==> src/rtl/arb_pkg.sv <==
// Shared types and width helpers for the round-robin sel arbiter.
package arb_pkg;

    typedef enum logic {IDLE, GRANT} arb_state_e;

    function automatic int sel_w(int num_req);
        return (num_req < 2) ? 1 : $clog2(num_req);
    endfunction

    // A disabled watchdog still keeps a 1-bit counter so widths stay legal.
    function automatic int cnt_w(int timeout);
        return (timeout < 1) ? 1 : $clog2(timeout + 1);
    endfunction

endpackage

==> src/rtl/rr_sel_arbiter_if.sv <==
// Request/grant bundle between requesters, consumer and the arbiter.
interface rr_sel_arbiter_if #(
    parameter int NUM_REQ = 3,
    parameter int SEL_W   = 2
);
    logic [NUM_REQ-1:0] req;
    logic               gnt_ready;
    logic               gnt_valid;
    logic [SEL_W-1:0]   sel;
    logic [NUM_REQ-1:0] gnt_onehot;
    logic               timeout_err;

    modport master (
        input  req, gnt_ready,
        output gnt_valid, sel, gnt_onehot, timeout_err
    );

    modport slave (
        output req, gnt_ready,
        input  gnt_valid, sel, gnt_onehot, timeout_err
    );
endinterface

==> src/rtl/rr_find_first.sv <==
// First set request at or above ptr, wrapping modulo NUM_REQ (NUM_REQ <= 4).
module rr_find_first #(
    parameter int NUM_REQ = 3,
    parameter int SEL_W   = 2
) (
    input  logic [NUM_REQ-1:0] req,
    input  logic [SEL_W-1:0]   ptr,
    output logic               found,
    output logic [SEL_W-1:0]   idx
);
    logic [2*NUM_REQ-1:0] dbl;
    logic [NUM_REQ-1:0]   rot;
    logic [3:0]           r4;
    logic [1:0]           off;
    logic [2:0]           sum;

    always_comb begin
        dbl   = {req, req};
        rot   = NUM_REQ'(dbl >> ptr);
        r4    = 4'(rot);
        found = |rot;
        priority if (r4[0]) off = 2'd0;
        else if (r4[1])     off = 2'd1;
        else if (r4[2])     off = 2'd2;
        else if (r4[3])     off = 2'd3;
        else                off = 2'd0;
        sum = 3'(off) + 3'(ptr);
        if (sum >= 3'(NUM_REQ)) begin
            sum = sum - 3'(NUM_REQ);
        end
        idx = SEL_W'(sum);
    end
endmodule

==> src/rtl/rr_sel_arbiter.sv <==
// Round-robin arbiter with registered sel/one-hot grant and grant watchdog.
module rr_sel_arbiter
    import arb_pkg::*;
#(
    parameter int NUM_REQ = 3,
    parameter int SEL_W   = 2,
    parameter int TIMEOUT = 8
) (
    input logic           clk,
    input logic           rst_n,
    rr_sel_arbiter_if.master bus
);
    localparam int CW = cnt_w(TIMEOUT);
    localparam logic [CW-1:0] WAIT_LAST =
        CW'((TIMEOUT > 0) ? TIMEOUT - 1 : 0);
    localparam logic [SEL_W-1:0] LAST_IDX = SEL_W'(NUM_REQ - 1);

    arb_state_e         state_q, state_d;
    logic [SEL_W-1:0]   ptr_q, ptr_d;
    logic [CW-1:0]      wait_q, wait_d;
    logic               valid_q, valid_d;
    logic [SEL_W-1:0]   sel_q, sel_d;
    logic [NUM_REQ-1:0] onehot_q, onehot_d;
    logic               err_q, err_d;

    logic [SEL_W-1:0]   sel_inc;
    logic [SEL_W-1:0]   ff_ptr;
    logic               found;
    logic [SEL_W-1:0]   pick;

    assign sel_inc = (sel_q == LAST_IDX) ? '0 : sel_q + SEL_W'(1);
    // In GRANT the pick only matters on a handshake, which advances ptr.
    assign ff_ptr  = (state_q == GRANT) ? sel_inc : ptr_q;

    rr_find_first #(
        .NUM_REQ (NUM_REQ),
        .SEL_W   (SEL_W)
    ) u_find (
        .req   (bus.req),
        .ptr   (ff_ptr),
        .found (found),
        .idx   (pick)
    );

    always_comb begin
        state_d  = state_q;
        ptr_d    = ptr_q;
        wait_d   = wait_q;
        valid_d  = valid_q;
        sel_d    = sel_q;
        onehot_d = onehot_q;
        err_d    = 1'b0;
        unique case (state_q)
            IDLE: begin
                if (found) begin
                    state_d  = GRANT;
                    valid_d  = 1'b1;
                    sel_d    = pick;
                    onehot_d = NUM_REQ'(1) << pick;
                    wait_d   = '0;
                end
            end
            GRANT: begin
                if (bus.gnt_ready) begin
                    ptr_d = sel_inc;
                    if (found) begin
                        sel_d    = pick;
                        onehot_d = NUM_REQ'(1) << pick;
                        wait_d   = '0;
                    end else begin
                        state_d  = IDLE;
                        valid_d  = 1'b0;
                        onehot_d = '0;
                    end
                end else if (TIMEOUT > 0 && wait_q == WAIT_LAST) begin
                    state_d  = IDLE;
                    valid_d  = 1'b0;
                    onehot_d = '0;
                    err_d    = 1'b1;
                    ptr_d    = sel_inc;
                    wait_d   = '0;
                end else if (wait_q != '1) begin
                    wait_d = wait_q + CW'(1);
                end
            end
        endcase
    end

    always_ff @(posedge clk or negedge rst_n) begin
        if (!rst_n) begin
            state_q  <= IDLE;
            ptr_q    <= '0;
            wait_q   <= '0;
            valid_q  <= 1'b0;
            sel_q    <= '0;
            onehot_q <= '0;
            err_q    <= 1'b0;
        end else begin
            state_q  <= state_d;
            ptr_q    <= ptr_d;
            wait_q   <= wait_d;
            valid_q  <= valid_d;
            sel_q    <= sel_d;
            onehot_q <= onehot_d;
            err_q    <= err_d;
        end
    end

    assign bus.gnt_valid   = valid_q;
    assign bus.sel         = sel_q;
    assign bus.gnt_onehot  = onehot_q;
    assign bus.timeout_err = err_q;
endmodule

==> src/flat_wrapper.sv <==
// flat-port wrapper written by rule: the top's interface ports become plain ports
module rr_sel_arbiter_flat import arb_pkg::*;
#(
    parameter int NUM_REQ = 3,
    parameter int SEL_W   = 2,
    parameter int TIMEOUT = 8
)
  (clk, rst_n, bus_req, bus_gnt_ready, bus_gnt_valid, bus_sel, bus_gnt_onehot, bus_timeout_err);
  rr_sel_arbiter_if #(.NUM_REQ(NUM_REQ), .SEL_W(SEL_W)) bus_i ();
  input logic clk;
  input logic rst_n;
  input wire logic [$bits(bus_i.req)-1:0] bus_req;
  input wire logic [$bits(bus_i.gnt_ready)-1:0] bus_gnt_ready;
  output wire logic [$bits(bus_i.gnt_valid)-1:0] bus_gnt_valid;
  output wire logic [$bits(bus_i.sel)-1:0] bus_sel;
  output wire logic [$bits(bus_i.gnt_onehot)-1:0] bus_gnt_onehot;
  output wire logic [$bits(bus_i.timeout_err)-1:0] bus_timeout_err;
  assign bus_i.req = bus_req;
  assign bus_i.gnt_ready = bus_gnt_ready;
  assign bus_gnt_valid = bus_i.gnt_valid;
  assign bus_sel = bus_i.sel;
  assign bus_gnt_onehot = bus_i.gnt_onehot;
  assign bus_timeout_err = bus_i.timeout_err;
  rr_sel_arbiter #(.NUM_REQ(NUM_REQ), .SEL_W(SEL_W), .TIMEOUT(TIMEOUT)) u_core (.clk(clk), .rst_n(rst_n), .bus(bus_i));
endmodule
==> config.mk <==
export PLATFORM = sky130hd
export DESIGN_NAME = rr_sel_arbiter_flat
export DESIGN_NICKNAME = d
export VERILOG_FILES = /design/src/rtl/arb_pkg.sv /design/src/rtl/rr_sel_arbiter_if.sv /design/src/rtl/rr_find_first.sv /design/src/rtl/rr_sel_arbiter.sv /design/src/flat_wrapper.sv
export SDC_FILE = /design/constraint.sdc
export NUM_CORES = 1
export LEC_CHECK = 0
export CAP_MARGIN = 20
export CORE_MARGIN = 2
export CORE_UTILIZATION = 51
export CTS_BUF_LIST = sky130_fd_sc_hd__clkbuf_8
export DETAILED_ROUTE_END_ITERATION = 10
export MAX_ROUTING_LAYER = met4
export PLACE_DENSITY = 0.76
export RECOVER_POWER = 25
export SLEW_MARGIN = 20
export SYNTH_ARGS = -nofsm -noshare
export SYNTH_HDL_FRONTEND = slang
export SYNTH_SLANG_ARGS = --single-unit
==> constraint.sdc <==
create_clock -name clk -period 3.9 [get_ports clk]
set_clock_uncertainty 0.15 [all_clocks]
set_input_delay 0.78 -clock clk [delete_from_list [all_inputs] [get_ports clk]]
set_output_delay 0.78 -clock clk [all_outputs]
set_load 0.02 [all_outputs]
==> results by group, run 1 <==
Layout
  – Final std cells w/o fill: 116
  – Total Nets Final: 111
  – Finished Cell Area: 0.00106 mm^2
  – Diodes inserted: 0
  – Fin util: 0.680
  – Fraction of layout cells with a size suffix above 1: 0.0800
  – Area delta synth->final: 21.2%

Floorplan
  – Core ar.: 0.00156 mm^2
  – Core Rows: 14
  – Die width: 45.4 um
  – Die Y: 45.4 um
  – Ports: 13
  – Initial core utilization: 0.561
  – Die area: 0.00206 mm^2

Clock network
  – CTS clk-pin slew, worst paths: 60 ps
  – Clock tree from TritonCTS: built
  – Postcts setup bufs: 0
  – CTS Buffer Depth: 2
  – Clock latency on the worst-skew pair: 240 ps
  – Clock root cell: clkbuf_8
  – CTS Buf Count: 3
  – CTS Hold Bufs: 0
  – CTS Sinks: 14
  – Post_cts resized: 0
  – H-tree depth: 1

Placement
  – Post-DP HPWL: 1380 um
  – GPL Wtd Cong: 0.851
  – Placed Area: 0.00100 mm^2
  – Port bufs: 12
  – Placed cells: 112

Worst setup path
  – Crit Path Class: in -> reg
  – Startpoint types: input pin
  – Setup crit end kind: flip-flop
  – Cell count of the worst reg-to-reg path: 11
  – Crit path required time: 3930 ps
  – Crit-path max FO: 6
  – Worst r2r dst: u_core.bus.sel[1]
  – Arr. time, crit path: 3610 ps
  – Worst reg2reg startpoint: u_core.state_q
  – Flop2flop setup slack: 590 ps

Detailed routing
  – Metal2 WL: 818 um
  – First-pass iteration count of the detailed router: 4
  – Routed len/inst: 15.7 um
  – Met1 wire length: 923 um
  – DRT iter0 DRCs: 5
  – Wirelength, routed: 1820 um
  – Max Used Layer: met4
  – Antenna Nets Post-Route: 0
  – DRC viols: 0
  – Met3 WL post-DR: 71 um
  – Vias per cell: 6.21
  – Vias: 720

Pwr
  – P_leak: 0.448 nW
  – P_int: 0.476 mW
  – Sequential share of power: 0.290
  – Switch Pwr: 0.303 mW
  – Clk network pwr share: 0.178
  – Combinational power share: 0.533
  – Sw Ratio: 0.389
  – Overall power: 0.779 mW
  – PD cells: 735 mW/mm^2
  – Peak supply drop: 0.000570 V

STA
  – Max-slew violations: 0
  – Final worst path period share: 0.916
  – Fin. Hold Viols: 0
  – Period minus WS final: 3570 ps
  – Worst rel slew slack: 0.587
  – Setup-failing EPs final: 0
  – Unrepaired setup endpoints after global routing: false
  – Fmax: 280 MHz
  – Actual transition at the worst max-transition pin: 617 ps
  – Setup TNS Final: 0 ps

Yosys
  – Post-Syn Nets: 96
  – Syn_area_per_cell: 10.2 um^2
  – Sequential area share after synthesis: 0.401
  – Yosys warns: 0
  – Synth Instances: 86
  – Share of the synthesized area in the top cell type: 0.401
  – Cell area after synthesis: 875 um^2
  – Synth unique cells: 39
  – Largest area contributor in the netlist: dfrtp_1
  – Synth area leaders: dfrtp_1 (40%), ha_1 (4.3%), a21oi_1 (3.4%)
  – FF+latch count, synth: 14

Global route
  – Vias in the first global route: 721
  – Largest net degree at the start of global routing: 17
  – Overall routing resource usage: 0.218
  – Initial antenna violation count: 0
  – Grt ovf: 0
  – First-pass GRT wire length: 3080 um

Hold path
  – Hold WC Path Type: reg -> reg
  – Hold Crit Endpoint: u_core.bus.gnt_valid
  – Hold Path Depth: 1
  – Worst Min Path Start: u_core.bus.gnt_valid

Run status
  – Status: complete, no violations

Job
  – Max Cap Violations: 0
layout make-up:
cell class                 instances  area [um^2]
fill                             125          499
multi-input combinational         64          492
sequential                        14          350
timing repair buffer              12          120
clock buffer                       4         55.1
inverter                           6         22.5
tap                               16         20.0
metrics by stage:
step	hold WS, ps	worst slack [ps]
final	356	327
after global placement	345	185
after floorplan	314	885
after global routing	387	175
after CTS	362	354
after detailed placement	346	118
cells in the mapped netlist:
master	number
inv_1	6
or3b_1	3
a2bb2oi_1	1
nor3_2	1
o22ai_1	4
a311oi_1	1
o21a_1	2
and3b_1	1
a211oi_1	1
a22o_1	1
a21boi_0	1
nor3_1	1
dfrtp_1	14
xor2_1	1
or3_1	1
a21oi_1	6
o2111ai_1	1
fa_1	1
nor2b_1	3
mux2i_1	1
a21boi_1	1
nor3b_1	1
buf_2	2
nand2b_1	2
nand3b_1	2
o31ai_1	1
nor2_1	3
nand4b_1	3
a21o_1	1
o2bb2ai_1	1
a221o_1	1
mux2_1	1
ha_1	3
a2111oi_2	1
mux2_2	2
a32o_1	2
nand3_1	1
o21ai_0	5
nand2_1	2
how the worst max path moves through the flow:
stage	start	slack [ps]	to
CTS	bus_req[0]	350	u_core.bus.sel[1]
finish	bus_req[0]	330	u_core.bus.sel[1]
floorplan	bus_req[0]	890	u_core.bus.gnt_onehot[1]
global placement	bus_req[0]	180	u_core.bus.gnt_onehot[0]
global route	bus_req[0]	180	u_core.bus.sel[1]
detailed placement	bus_req[0]	120	u_core.bus.gnt_onehot[1]
power by group through the flow:
stage	clock network, mW	logic [mW]	registers [mW]
floorplan	0	0.266	0.248
global placement	0	0.391	0.227
detailed placement	0	0.411	0.228
CTS	0.142	0.416	0.226
global route	0.149	0.453	0.233
finish	0.138	0.415	0.226
cell usage in the layout, fill, tap and decap left out, drive strengths merged, types with 2 or more instances in the layout:
cell type	count
o22ai	4
a21oi	6
o21ai	5
a32o	2
nand3b	2
clkbuf	4
nand4b	3
clkdlybuf4s50	11
nor2b	3
nor2	3
nand2b	2
ha	3
dfrtp	14
nor3	2
mux2	3
a21boi	2
nand2	2
or3b	3
inv	6
o21a	2
sequential cells by signal (all words and copies together) (netlist names):
signal                  cells
u_core.wait_q               4
u_core.ptr_q                2
u_core.bus.gnt_onehot       3
u_core.bus.sel              2
u_core.bus.gnt_valid        1
u_core.bus.timeout_err      1
u_core.state_q              1
cells by family (layout without fill, tap and decap cells):
kind of cell,count (synthesis),in the layout,share of synthesized area
muxes,4,4,0.0501
and+or+nand+nor,24,24,0.183
adders and majority gates,4,4,0.0658
xor gates and xnor gates,1,1,0.0100
buffers and inverters,8,22,0.0372
AOI/OAI and AO/OA,31,31,0.253
DFF,14,14,0.401
critical path, cell delays in order:
cell and delay, ps:
clkdlybuf4s50_1 520, o31ai_1 350, a221o_1 220, ha_1 140, inv_1 40, fa_1 550, inv_1 70, ha_1 200
nor3b_1 270, a2bb2oi_1 280, mux2_2 200
routing by layer:
metal / GRT usage / vias up
li1: - / 358
met1: 0.284 / 341
met2: 0.327 / 19
met3: 0.0635 / 2
met4: 0.0706 / 0
met5: - / -
No activity file was read; power rests on OpenSTA's default activity.
==> inputs of run 2 (changes only) <==
--- a/config.mk
+++ b/config.mk
@@ -13,7 +13,9 @@
 export MAX_ROUTING_LAYER = met4
 export PLACE_DENSITY = 0.76
 export RECOVER_POWER = 25
+export SKIP_LAST_GASP = 1
 export SLEW_MARGIN = 20
 export SYNTH_ARGS = -nofsm -noshare
 export SYNTH_HDL_FRONTEND = slang
 export SYNTH_SLANG_ARGS = --single-unit
+export TNS_END_PERCENT = 1
==> results of run 2 <==
Final layout, timing and power as in run 1 (identical DEF).
